File: config.mk
export PLATFORM = sky130hd
export DESIGN_NAME = pc_stack_unit
export DESIGN_NICKNAME = d
export VERILOG_FILES = /design/src/rtl/pc_stack_unit.sv
export SDC_FILE = /design/constraint.sdc
export NUM_CORES = 1
export LEC_CHECK = 0
export BUFFER_PORTS_ARGS = -buffer_cell sky130_fd_sc_hd__clkbuf_2
export CAP_MARGIN = 20
export CORE_ASPECT_RATIO = 0.9
export CORE_MARGIN = 1
export CORE_UTILIZATION = 55
export DETAILED_ROUTE_END_ITERATION = 12
export GPL_TIMING_DRIVEN = 0
export PLACE_DENSITY = 0.81
export SLEW_MARGIN = 20
export SYNTH_ARGS = -nofsm -noshare
export SYNTH_HDL_FRONTEND = slang
export SYNTH_SLANG_ARGS = --single-unit
File: constraint.sdc
create_clock -name clk -period 3.2 [get_ports clk]
set_clock_uncertainty 0.1 [all_clocks]
set_input_delay 0.32 -clock clk [delete_from_list [all_inputs] [get_ports clk]]
set_output_delay 0.32 -clock clk [all_outputs]
set_load 0.01 [all_outputs]
File: src/rtl/pc_stack_unit.sv
// pc_stack_unit: ADDR_WIDTH-bit program counter for the hc816 core.
// Supports increment, conditional jump, signed relative branch and an
// optional hardware call/return stack with sticky overflow/underflow flags.
// Build option: define PC_CALL_STACK_EN to build the call/return stack.
// Without it, call is a plain jump, ret is an increment and the stack
// status outputs are tied to zero.
module pc_stack_unit #(
  parameter int          ADDR_WIDTH   = 16,
  parameter int          STACK_DEPTH  = 4,
  parameter logic [31:0] RESET_VECTOR = 32'h0
) (
  input  logic                             clk,
  input  logic                             nReset,
  input  logic                             nEnable,
  input  logic [2:0]                       op,
  input  logic                             cond,
  input  logic [ADDR_WIDTH-1:0]            target,
  input  logic [7:0]                       offset,
  output logic [ADDR_WIDTH-1:0]            pc,
  output logic [$clog2(STACK_DEPTH+1)-1:0] stack_level,
  output logic                             overflow,
  output logic                             underflow
);

  localparam int LVL_W = $clog2(STACK_DEPTH + 1);
  localparam logic [ADDR_WIDTH-1:0] RESET_PC = RESET_VECTOR[ADDR_WIDTH-1:0];

  localparam logic [2:0] OP_HOLD   = 3'b000;
  localparam logic [2:0] OP_INC    = 3'b001;
  localparam logic [2:0] OP_JUMP   = 3'b010;
  localparam logic [2:0] OP_BRANCH = 3'b011;
  localparam logic [2:0] OP_CALL   = 3'b100;
  localparam logic [2:0] OP_RET    = 3'b101;

  logic [ADDR_WIDTH-1:0] pc_reg;
  logic [ADDR_WIDTH-1:0] pc_next;
  logic [ADDR_WIDTH-1:0] pc_inc;
  logic [ADDR_WIDTH-1:0] pc_rel;
  logic [ADDR_WIDTH-1:0] offset_ext;

  // Both candidate addresses wrap naturally at ADDR_WIDTH bits; the branch
  // displacement is applied to the current pc, not pc+1.
  assign pc_inc     = pc_reg + ADDR_WIDTH'(1);
  assign offset_ext = ADDR_WIDTH'($signed(offset));
  assign pc_rel     = pc_reg + offset_ext;

`ifdef PC_CALL_STACK_EN
  logic [LVL_W-1:0]      level_reg;
  logic [LVL_W-1:0]      level_next;
  logic [LVL_W-1:0]      top_idx;
  logic                  overflow_reg;
  logic                  overflow_next;
  logic                  underflow_reg;
  logic                  underflow_next;
  logic                  push_en;
  logic                  stack_full;
  logic                  stack_empty;
  logic [ADDR_WIDTH-1:0] top_entry;
  logic [STACK_DEPTH-1:0] write_sel;
  logic [STACK_DEPTH-1:0] read_sel;
  logic [ADDR_WIDTH-1:0] stack_mem [STACK_DEPTH];

  assign stack_full  = (level_reg == LVL_W'(STACK_DEPTH));
  assign stack_empty = (level_reg == '0);
  assign top_idx     = level_reg - LVL_W'(1);

  // One-hot slot selects: a push lands at index level, a pop reads level-1.
  genvar gi;
  generate
    for (gi = 0; gi < STACK_DEPTH; gi++) begin : g_slot
      assign write_sel[gi] = (level_reg == LVL_W'(gi));
      assign read_sel[gi]  = (top_idx == LVL_W'(gi));
    end
  endgenerate

  // Top-of-stack mux; ret must see the entry on the same edge it pops it.
  always_comb begin
    top_entry = '0;
    for (int i = 0; i < STACK_DEPTH; i++) begin
      if (read_sel[i]) begin
        top_entry = stack_mem[i];
      end
    end
  end

  // Return-address storage; contents need no reset since level gates reads.
  always_ff @(posedge clk) begin
    for (int i = 0; i < STACK_DEPTH; i++) begin
      if (nReset && push_en && write_sel[i]) begin
        stack_mem[i] <= pc_inc;
      end
    end
  end

  // Stack pointer and sticky fault flags.
  always_ff @(posedge clk) begin
    if (!nReset) begin
      level_reg     <= '0;
      overflow_reg  <= 1'b0;
      underflow_reg <= 1'b0;
    end else begin
      level_reg     <= level_next;
      overflow_reg  <= overflow_next;
      underflow_reg <= underflow_next;
    end
  end

  assign stack_level = level_reg;
  assign overflow    = overflow_reg;
  assign underflow   = underflow_reg;
`else
  assign stack_level = '0;
  assign overflow    = 1'b0;
  assign underflow   = 1'b0;
`endif

  // Next-state decode for pc and (when built) the stack; stall holds all.
  always_comb begin
    pc_next        = pc_reg;
`ifdef PC_CALL_STACK_EN
    level_next     = level_reg;
    overflow_next  = overflow_reg;
    underflow_next = underflow_reg;
    push_en        = 1'b0;
`endif
    if (!nEnable) begin
      case (op)
        OP_HOLD:   pc_next = pc_reg;
        OP_INC:    pc_next = pc_inc;
        OP_JUMP:   pc_next = cond ? target : pc_inc;
        OP_BRANCH: pc_next = cond ? pc_rel : pc_inc;
`ifdef PC_CALL_STACK_EN
        OP_CALL: begin
          if (stack_full) begin
            // Suppressed call: fall through to the next instruction.
            overflow_next = 1'b1;
            pc_next       = pc_inc;
          end else begin
            push_en    = 1'b1;
            pc_next    = target;
            level_next = level_reg + LVL_W'(1);
          end
        end
        OP_RET: begin
          if (stack_empty) begin
            underflow_next = 1'b1;
            pc_next        = pc_inc;
          end else begin
            pc_next    = top_entry;
            level_next = level_reg - LVL_W'(1);
          end
        end
`else
        OP_CALL:   pc_next = target;
        OP_RET:    pc_next = pc_inc;
`endif
        default:   pc_next = pc_reg;
      endcase
    end
  end

  // Program counter register.
  always_ff @(posedge clk) begin
    if (!nReset) begin
      pc_reg <= RESET_PC;
    end else begin
      pc_reg <= pc_next;
    end
  end

  assign pc = pc_reg;

endmodule
=== Word-level counts from Yosys, hierarchy flattened ===
Index checks and enable logic that the tools add are counted.

* $add $sub $neg: 2
* Multiply operators: 0
* Divide/modulo/power cells: 0
* Order comparisons: 0
* Equality and inequality tests: 5
* Shifts and indexed selects: 0
* Multiplexer cells: 3
* Bitwise operators: 1
* Reductions and logical operators: 3

{| class="wikitable"
|+ Operator list
! kind !! count
|-
| 16-bit case mux with 4 select lines || 1
|-
| 16-bit two-way mux || 2
|-
| 16-bit by 1-bit adder with 16-bit output (second input constant) || 1
|-
| 16-bit adder || 1
|-
| 3-bit by 2-bit == test with 1-bit output (second input constant) || 2
|-
| 3-bit == test (second input constant) || 2
|-
| 4-bit nonzero test || 1
|-
| 3-bit by 1-bit == test with 1-bit output (second input constant) || 1
|-
| 2-bit AND reduction || 1
|-
| 2-bit OR reduction || 1
|-
| 1-bit inverter || 1
|}

* Register bits after elaboration: 16
* Latch bits: 0
* Bits in writable memories: 0
* Memory bits (read-only): 0
* Bits of input ports: 31
* Output and inout port bits: 21
* Logic and storage cells: 15
* Memories kept: 0

=== Longest topological paths before layout ===
Gate-level depths: netlist of run 1.

* Depth after elaboration: 4
* Gate-level depth with buffers: 8
* Gate-level depth less buffers: 8

=== Least setup slack after synthesis of run 1 ===
Ideal clock, no wire load.

* Path kind: flip-flop to flip-flop
* Start point: register pc_reg[0] (netlist: pc[0])
* End point: register pc_reg[8] (netlist: pc[8])
* Setup time: 0.117 ns
* Arrival: 2.095 ns
* Data required time: 2.983 ns
* Setup slack: 0.888 ns
* Stages on the path, launching flop included: 9
* Buffers on the path: 0
* Clock period less this slack: 2.312 ns
* Cell sequence: dfxtp_1 -> ha_1 -> fa_1 -> a21o_1 -> a221oi_2 -> o21bai_2 -> xnor2_1 -> o21ai_0 -> a32o_1

* Longest elaborated chain between the ends: 3
* Elaborated cells between the ends (all ways): 5
* Those cells by class: 2 x add/sub; 3 x mux

{| class="wikitable"
|+ Ends and longest elaborated chain
! what !! RTL line !! source
|-
| from (decl) || 35 || <nowiki>logic [ADDR_WIDTH-1:0] pc_reg;</nowiki>
|-
| from (signal assigned) || 167 || <nowiki>pc_reg <= pc_next;</nowiki>
|-
| 16-bit by 1-bit adder with 16-bit output or 16-bit adder (tied branches) || 43, 45 ||
|-
| 16-bit two-way mux, on equally long branches || 131, 130 ||
|-
| 16-bit case mux with 4 select lines * || 127 || <nowiki>case (op)</nowiki>
|}

Every way passes the cells marked *; elsewhere a longest branch is shown, timed or not.
A chain may end at the register's enable or synchronous reset.

=== Final worst setup path of run 1 ===
Ends and elaborated chain as after synthesis.

==> results of run 1 <==
[kinds of logic after synthesis]
logic type	after synthesis	synth area share, %
other	1	0.164
adder cells (fa/ha/maj)	17	9.65
buffers and inverters	26	5.76
multiplexers	4	1.75
flip-flops	16	14.0
AO/OA/AOI/OAI	127	37.9
XOR/XNOR	18	6.91
AND/OR/NAND/NOR	105	23.8
[worst paths after layout]
kind,from,end,slack [ns],cells past startpoint
setup / recovery,pc[0]$_SDFFE_PN0P_,pc[8]$_SDFFE_PN0P_,0.52,8
setup reg to reg,pc[0]$_SDFFE_PN0P_,pc[8]$_SDFFE_PN0P_,0.52,8
hold reg to reg,pc[5]$_SDFFE_PN0P_,pc[5]$_SDFFE_PN0P_,0.44,2
hold / removal,target[1],pc[1]$_SDFFE_PN0P_,0.25,3
[metrics by stage]
| stage | total power [µW] | setup WS [ns] |
|---|---|---|
| after CTS | 778 | 0.554 |
| after detailed placement | 584 | 0.554 |
| after floorplan | 485 | 0.888 |
| after global routing | 835 | 0.417 |
| after global placement | 580 | 0.574 |
| final | 791 | 0.519 |
[area by class of cell]
| class | instances | area (µm²) |
|---|---|---|
| multi-input cells | 276 | 1850 |
| fillers | 324 | 1210 |
| flip-flops and latches | 16 | 320 |
| repair buffers | 44 | 220 |
| plain buffers | 19 | 105 |
| well taps | 46 | 57.6 |
| clock buffers | 4 | 55.1 |
| inverters | 7 | 26.3 |
[worst reg2reg max path, stage by stage, from the launching register on]
cell and delay (ns):
dfxtp_1 0.42, ha_1 0.29, fa_1 0.42, a21o_1 0.19
a221oi_2 0.44, o21bai_2 0.15, xnor2_1 0.20, o21ai_0 0.11
a32o_1 0.25
[routing by layer]
| layer | global-route usage [%] | routed length, µm | up-vias |
|---|---|---|---|
| li1 | - | - | 1295 |
| met4 | 10.0 | 102 | 0 |
| met3 | 5.12 | 715 | 14 |
| met5 | 0 | 0 | - |
| met1 | 49.1 | 3210 | 1242 |
| met2 | 48.0 | 2910 | 168 |
[power by group]
part	switching, µW	internal [µW]	leakage [µW]	total [µW]
Combinational	198	143	0.00105	341
Sequential	34.9	215	0.000132	250
Clock	90.4	110	0.0000288	200
Total	323	468	0.00121	791
[cells in the final DEF (no fill, tap or decap), types with 11 or more instances in the layout]
cell type,n
nor2_1,16
a21o_1,12
xnor2_1,11
a21oi_1,22
dfxtp_1,16
clkbuf_2,45
o21ai_0,33
nand2_1,36
ha_1,16
==> out/results.ini, run 1 <==
[run_status]
status=finished clean

[logic_synthesis]
yosysMostFrequentCell=nand2_1
synth_common_cells=nand2_1 (36), o21ai_0 (33), a21oi_1 (22)
synth_area_leaders=dfxtp_1 (14%), ha_1 (8.8%), o21ai_0 (7.2%), nand2_1 (5.9%), a21oi_1 (4.8%)
async_reset_ff_share_pct=0
synth.largest_area_cell=dfxtp_1
synth_edf_count=0
syn_avg_cell_area_um2=7.27
synth.distinct_cells=67
ys.flop_type=dfxtp_1
synth.yosys.seq_area_share_pct=14.0
synth.top_cell.area_share_pct=14.0
ys_ff_latch=16
ys_warn_count=0
netlist_area_mm2=0.00228
syn_inst=314

[clock_network]
cts-resized-gates=0
tritoncts=yes
clk_latency_ns=0.27
cts_setup_buffers=0
cts-root-buf=clkbuf_8
h-tree-depth=1
clkTransAtPathRegs_ns=0.08
cts-hold-fix-buffers=0
cts.sinks=16
clk_path_buf_depth=2
numCtsBuffers=3

[sta]
timing.hold.ws_ns=0.246
worstMarginPinSlew_ns=0.638
setup_viol=0
achievable-frequency_mhz=373
slew_headroom_pct=57.4
tns_ns=0
fin_crit_sh_pct=83.8
rsz0062_at_grt=no
drv_slew=0
hold_viol_final=0
period_needed_ns=2.68

[critical_path]
crit_chain=ha_1 > fa_1 > a21o_1 > a221oi_2 > o21bai_2 > xnor2_1 > o21ai_0 > a32o_1
critPathTopFamily=compound AO/OA/AOI/OAI gates
worstSetupEndpointType=flop
cp.required_ns=3.27
cpPeakStageDelay_ns=0.44
slowest_stage=a221oi_2
crit_buf_inv=0
crit_path_max_fanout=9
crit_type=flop to flop
critPathArrivalTime_ns=2.75
crit_path_start_kind=flop

[grt]
overflow=0
grt_pass1_wl_um=11700
grt.total_usage_pct=32.9
grt_max_degree=11
antenna_found_initial=0
grt_pass1_vias=2379

[floorplan]
core_mm2=0.00384
placementRows=21
fp.dieW_um=69.9
boundaryPins=52
die_h_um=63.1
dieArea_mm2=0.00441
start_util_pct=59.5

[detailed_routing]
wl_per_cell_um=16.8
via_count=2719
viasPerCell=6.60
drtAntennaViolNets=0
drc=0
drt_wl_total_um=6940
drt_first_pass_iters=5
drt_iter0_markers=286

[place]
port_buffers=44
place_area_mm2=0.00257
hpwl_um=5230
dp_cells=408
gp_congestion=0.955

[pwr]
p_leak_uw=0.00121
ir_worst_vdd_v=0.000172
power_density_mw_per_mm2=301

[hold_path]
hold_path.class=input pin to flop

[finish]
final_cells=412
drive_gt1_share_pct=19.7
largest_reg_flops=16
area_growth_syn_to_layout_pct=15.2
finish.instance_area_mm2=0.00263
n_antenna_cell=0
final_util_pct=68.6
fin_nets=415

[flow_run]
maxCapViolations=0

Power figures use the tool's default switching activity.
==> inputs of run 2 (changes only) <==
- clock period: 3.2 -> 2.55 ns (I/O delays scaled with it)
==> out/results.ini, run 2 (synthesis results as in run 1) <==
[run_status]
status=finished clean

[pwr]
combPwrFrac_pct=43.8
swShare_pct=40.9
ir_worst_vdd_v=0.000217
clock_power_share_pct=24.7
p_leak_uw=0.00121
p_seq_share_pct=31.5
power_density_mw_per_mm2=376
net-switching-power_uw=408
internal-power_uw=591

[sta]
fin_crit_sh_pct=96.7
setup_viol=0
tns_ns=0
drv_slew=0
period_needed_ns=2.47
worstMarginPinSlew_ns=0.671
achievable-frequency_mhz=406
setup_ws_ns=0.0843
timing.hold.ws_ns=0.184
hold_viol_final=0
rsz0062_at_grt=yes
slew_headroom_pct=55.0

[grt]
grt_pass1_wl_um=11700
antenna_found_initial=0
overflow=0
grt.total_usage_pct=33.0
grt_pass1_vias=2379
grt_max_degree=11

[finish]
drive_gt1_share_pct=21.0
largest_reg_flops=16
n_fill_cell=323
final_cells=412
n_antenna_cell=0
final_cell_mix=clkbuf_2 (45), nand2_1 (36), o21ai_0 (33)
fin_nets=415
area_growth_syn_to_layout_pct=16.5
mostFrequentLayoutCell=clkbuf_2

[hold_path]
hold_path.class=input pin to flop

[place]
gp_congestion=0.955
port_buffers=44
post-place-ws_ns=-0.0964
hpwl_um=5230
dp_cells=408

[floorplan]
core_mm2=0.00384
fp.dieW_um=69.9
boundaryPins=52
start_util_pct=59.5
placementRows=21
dieArea_mm2=0.00441
die_h_um=63.1

[detailed_routing]
drtAntennaViolNets=0
drc=0
drt_first_pass_iters=7
wl_per_cell_um=17.1
drt_iter0_markers=313
viasPerCell=6.69
drt_wl_total_um=7040
via_count=2758

[critical_path]
reg2regPathDepth=8
timing.rr.start=pc[0]$_SDFFE_PN0P_
crit_type=flop to flop
crit_end=pc[8]$_SDFFE_PN0P_
crit_path_start_kind=flop
cp.required_ns=2.61
worstSetupEndpointType=flop
critPathArrivalTime_ns=2.53
r2r_slack_ns=0.08
crit_path_max_fanout=9
startpoint=pc[0]$_SDFFE_PN0P_
rr_endpoint=pc[8]$_SDFFE_PN0P_

[clock_network]
clk_path_buf_depth=2
numCtsBuffers=3
tritoncts=yes
clkTransAtPathRegs_ns=0.08
h-tree-depth=1
cts.sinks=16
cts-root-buf=clkbuf_8
cts-hold-fix-buffers=0
clk_latency_ns=0.26

[flow_run]
maxCapViolations=0

-- run 2: cell type report --
| class | instances | area (µm²) | area share, % |
|---|---|---|---|
| clock buffers | 4 | 55.1 | 2.07 |
| multi-input cells | 276 | 1870 | 70.4 |
| inverters | 7 | 26.3 | 0.988 |
| repair buffers | 44 | 220 | 8.28 |
| well taps | 46 | 57.6 | 2.16 |
| flip-flops and latches | 16 | 323 | 12.1 |
| plain buffers | 19 | 105 | 3.95 |
-- run 2: worst min path at each step --
stage | to | cells past startpoint | from
floorplan | pc[3]$_SDFFE_PN0P_ | 1 | nEnable
global placement | pc[5]$_SDFFE_PN0P_ | 2 | pc[5]$_SDFFE_PN0P_
detailed placement | pc[5]$_SDFFE_PN0P_ | 2 | pc[5]$_SDFFE_PN0P_
CTS | pc[1]$_SDFFE_PN0P_ | 3 | target[1]
global route | pc[1]$_SDFFE_PN0P_ | 3 | target[1]
finish | pc[1]$_SDFFE_PN0P_ | 3 | target[1]
-- run 2: power groups by stage --
| stage | Sequential (µW) | Clock (µW) | Combinational [µW] |
|---|---|---|---|
| final | 314 | 247 | 438 |
| after detailed placement | 318 | 0 | 416 |
| after global routing | 318 | 255 | 484 |
| after global placement | 317 | 0 | 410 |
| after floorplan | 317 | 0 | 291 |
| after CTS | 312 | 246 | 423 |
-- run 2: critical path, stage by stage, from the launching register on --
cell and delay [ns]:
dfxtp_2 0.38, ha_2 0.22, fa_1 0.40, a21o_1 0.21, a221oi_4 0.35, o21bai_2 0.14
xnor2_1 0.20, o21ai_0 0.11, a32o_1 0.25
-- run 2: metal layers --
layer | share of wire, % | up-vias | global-route usage [%]
li1 | - | 1293 | -
met1 | 44 | 1266 | 49.3
met2 | 42 | 178 | 48.0
met3 | 12 | 21 | 5.12
met4 | 2.1 | 0 | 10.0
met5 | 0 | - | 0
-- run 2: metrics by stage --
stage	power (µW)	instance area (µm²)	util (%)
after floorplan	608	2300	-
after global placement	728	2570	67.1
after detailed placement	733	2570	67.1
after CTS	981	2640	68.9
after global routing	1060	2660	69.3
final	1000	2660	69.3
-- run 2: timing repair --
item / CTS / global route
resized for setup: 2 / 4
buffers inserted: 0 / 0
pin swaps: 1 / 2
setup endpoints to repair: 4 / 6
==> inputs of run 3 (changes only) <==
- BUFFER_PORTS_ARGS: -buffer_cell sky130_fd_sc_hd__clkbuf_2 -> not set
- DONT_BUFFER_PORTS: not set -> 1
- PLACE_DENSITY: 0.81 -> 0.73
- SLEW_MARGIN: 20 -> not set
- clock period: 2.55 -> 2.2 ns (I/O delays scaled with it)
==> out/results.ini, run 3 (synthesis results as in run 1) <==
[run_status]
violations=negative setup slack
status=finished with violations

[flow_run]
maxCapViolations=0

[detailed_routing]
wl_per_cell_um=18.9
drc=0
drt_first_pass_iters=5
drt_iter0_markers=297
drtAntennaViolNets=0
drt_wl_total_um=7120
viasPerCell=6.85
via_count=2577

[grt]
grt_pass1_wl_um=11500
grt.total_usage_pct=32.4
grt_max_degree=11
grt.met2_usage_pct=47.6
grt_pass1_vias=2350
grt_use_met1_pct=47.3
grt_busiest_layer=met2
overflow=0
grt_use_met3_pct=7.84
antenna_found_initial=0

[sta]
worstMarginPinSlew_ns=0.720
slew_headroom_pct=51.7
setup_viol=7
fin_crit_sh_pct=108
rsz0062_at_grt=yes
achievable-frequency_mhz=419
setup_ws_ns=-0.186
period_needed_ns=2.39
hold_viol_final=0
drv_slew=0

[place]
gp_congestion=0.927
hpwl_um=5180
dp_cells=364
port_buffers=0

[floorplan]
die_h_um=63.1
boundaryPins=52
dieArea_mm2=0.00441
placementRows=21
start_util_pct=59.5
core_mm2=0.00384
fp.dieW_um=69.9

[finish]
n_fill_cell=330
final_util_pct=68.3
largest_reg_flops=16
fin_nets=379
n_antenna_cell=0
final_cell_mix=nand2_1 (36), o21ai_0 (32), a21oi_1 (20)
drive_gt1_share_pct=16.4
mostFrequentLayoutCell=nand2_1
final_cells=376
area_growth_syn_to_layout_pct=14.7

[critical_path]
rr_endpoint=pc[12]$_SDFFE_PN0P_
critPathArrivalTime_ns=2.49
crit_type=flop to flop
r2r_slack_ns=-0.19
worstSetupEndpointType=flop
crit_path_start_kind=flop
cp.required_ns=2.30
timing.rr.start=pc[0]$_SDFFE_PN0P_
startpoint=pc[0]$_SDFFE_PN0P_
reg2regPathDepth=8
crit_path_max_fanout=7

[pwr]
swShare_pct=40.2
net-switching-power_uw=458
internal-power_uw=683
combPwrFrac_pct=42.1
total_power_uw=1140
p_leak_uw=0.00108
clock_power_share_pct=24.6
p_seq_share_pct=33.3
power_density_mw_per_mm2=436
ir_worst_vdd_v=0.000339

[clock_network]
clkTransAtPathRegs_ns=0.08
clk_path_buf_depth=2
numCtsBuffers=3
cts-root-buf=clkbuf_8
cts.sinks=16
h-tree-depth=1
clk_latency_ns=0.26
tritoncts=yes

[hold_path]
hold_path.class=input pin to flop
hold_depth=2
min_from=nEnable
worst_hold_path.endpoint=pc[15]$_SDFFE_PN0P_

==> run 3: cell types whose count changed in the layout (fill, tap and decap cells not counted), moves of 2 or more <==
cell,before,now
a21oi_1,22,20
clkbuf_2,45,1
buf_4,7,11
ha_4,0,4
ha_1,15,10
dfxtp_4,0,5
dfxtp_1,14,9
==> run 3: critical path: stages (launching register included) <==
cell,delay [ns]
dfxtp_4,0.40
ha_4,0.18
fa_2,0.41
a21o_1,0.21
a221oi_4,0.36
o211ai_1,0.15
xnor2_1,0.24
nand2_1,0.12
a21oi_2,0.15
==> run 3: power groups by stage <==
stage               clock network, µW  registers (µW)  logic [µW]
floorplan                           0             368         343
global placement                    0             383         414
detailed placement                  0             385         419
CTS                               285             380         444
global route                      295             385         527
finish                            280             381         481
==> run 3: metrics by stage <==
step	setup WS [ns]	hold slack [ns]	instance area, µm²	TNS, ns
finish	-0.186	0.00542	2620	-0.819
global route	-0.247	0.0139	2620	-1.25
CTS	-0.146	0.00228	2530	-0.651
detailed placement	-0.269	0.259	2370	-1.89
global placement	-0.234	0.246	2370	-1.70
floorplan	0.00302	0.244	2310	0
==> run 3: worst max-delay path by stage <==
stage                                     end  slack (ns)  cells past startpoint
final                     pc[12]$_SDFFE_PN0P_       -0.19                      8
after CTS                  pc[8]$_SDFFE_PN0P_       -0.15                      8
after floorplan           pc[11]$_SDFFE_PN0P_       0.003                      8
after detailed placement  pc[11]$_SDFFE_PN0P_       -0.27                      8
after global placement    pc[11]$_SDFFE_PN0P_       -0.23                      8
after global routing      pc[14]$_SDFFE_PN0P_       -0.25                      8
==> run 3: metal layers <==
layer | share of wire (%) | vias to the layer above
li1 | - | 1228
met1 | 46 | 1201
met3 | 10 | 8
met4 | 0.83 | 0
met2 | 43 | 140
met5 | 0 | -
==> run 3: layout make-up <==
cell class	count	area, µm²	area share (%)
well taps	46	57.6	2.20
clock buffers	4	55.1	2.10
plain buffers	19	109	4.16
repair buffers	8	67.6	2.58
inverters	7	26.3	1.00
multi-input cells	276	1960	74.9
flip-flops and latches	16	342	13.0
==> run 3: timing repair <==
action,4_1_cts,5_1_grt
gates resized for setup,22,13
hold endpoints to repair,1,0
endpoints found under the setup margin,10,10
hold buffers,1,0
pin swaps,16,10
buffers inserted,4,3
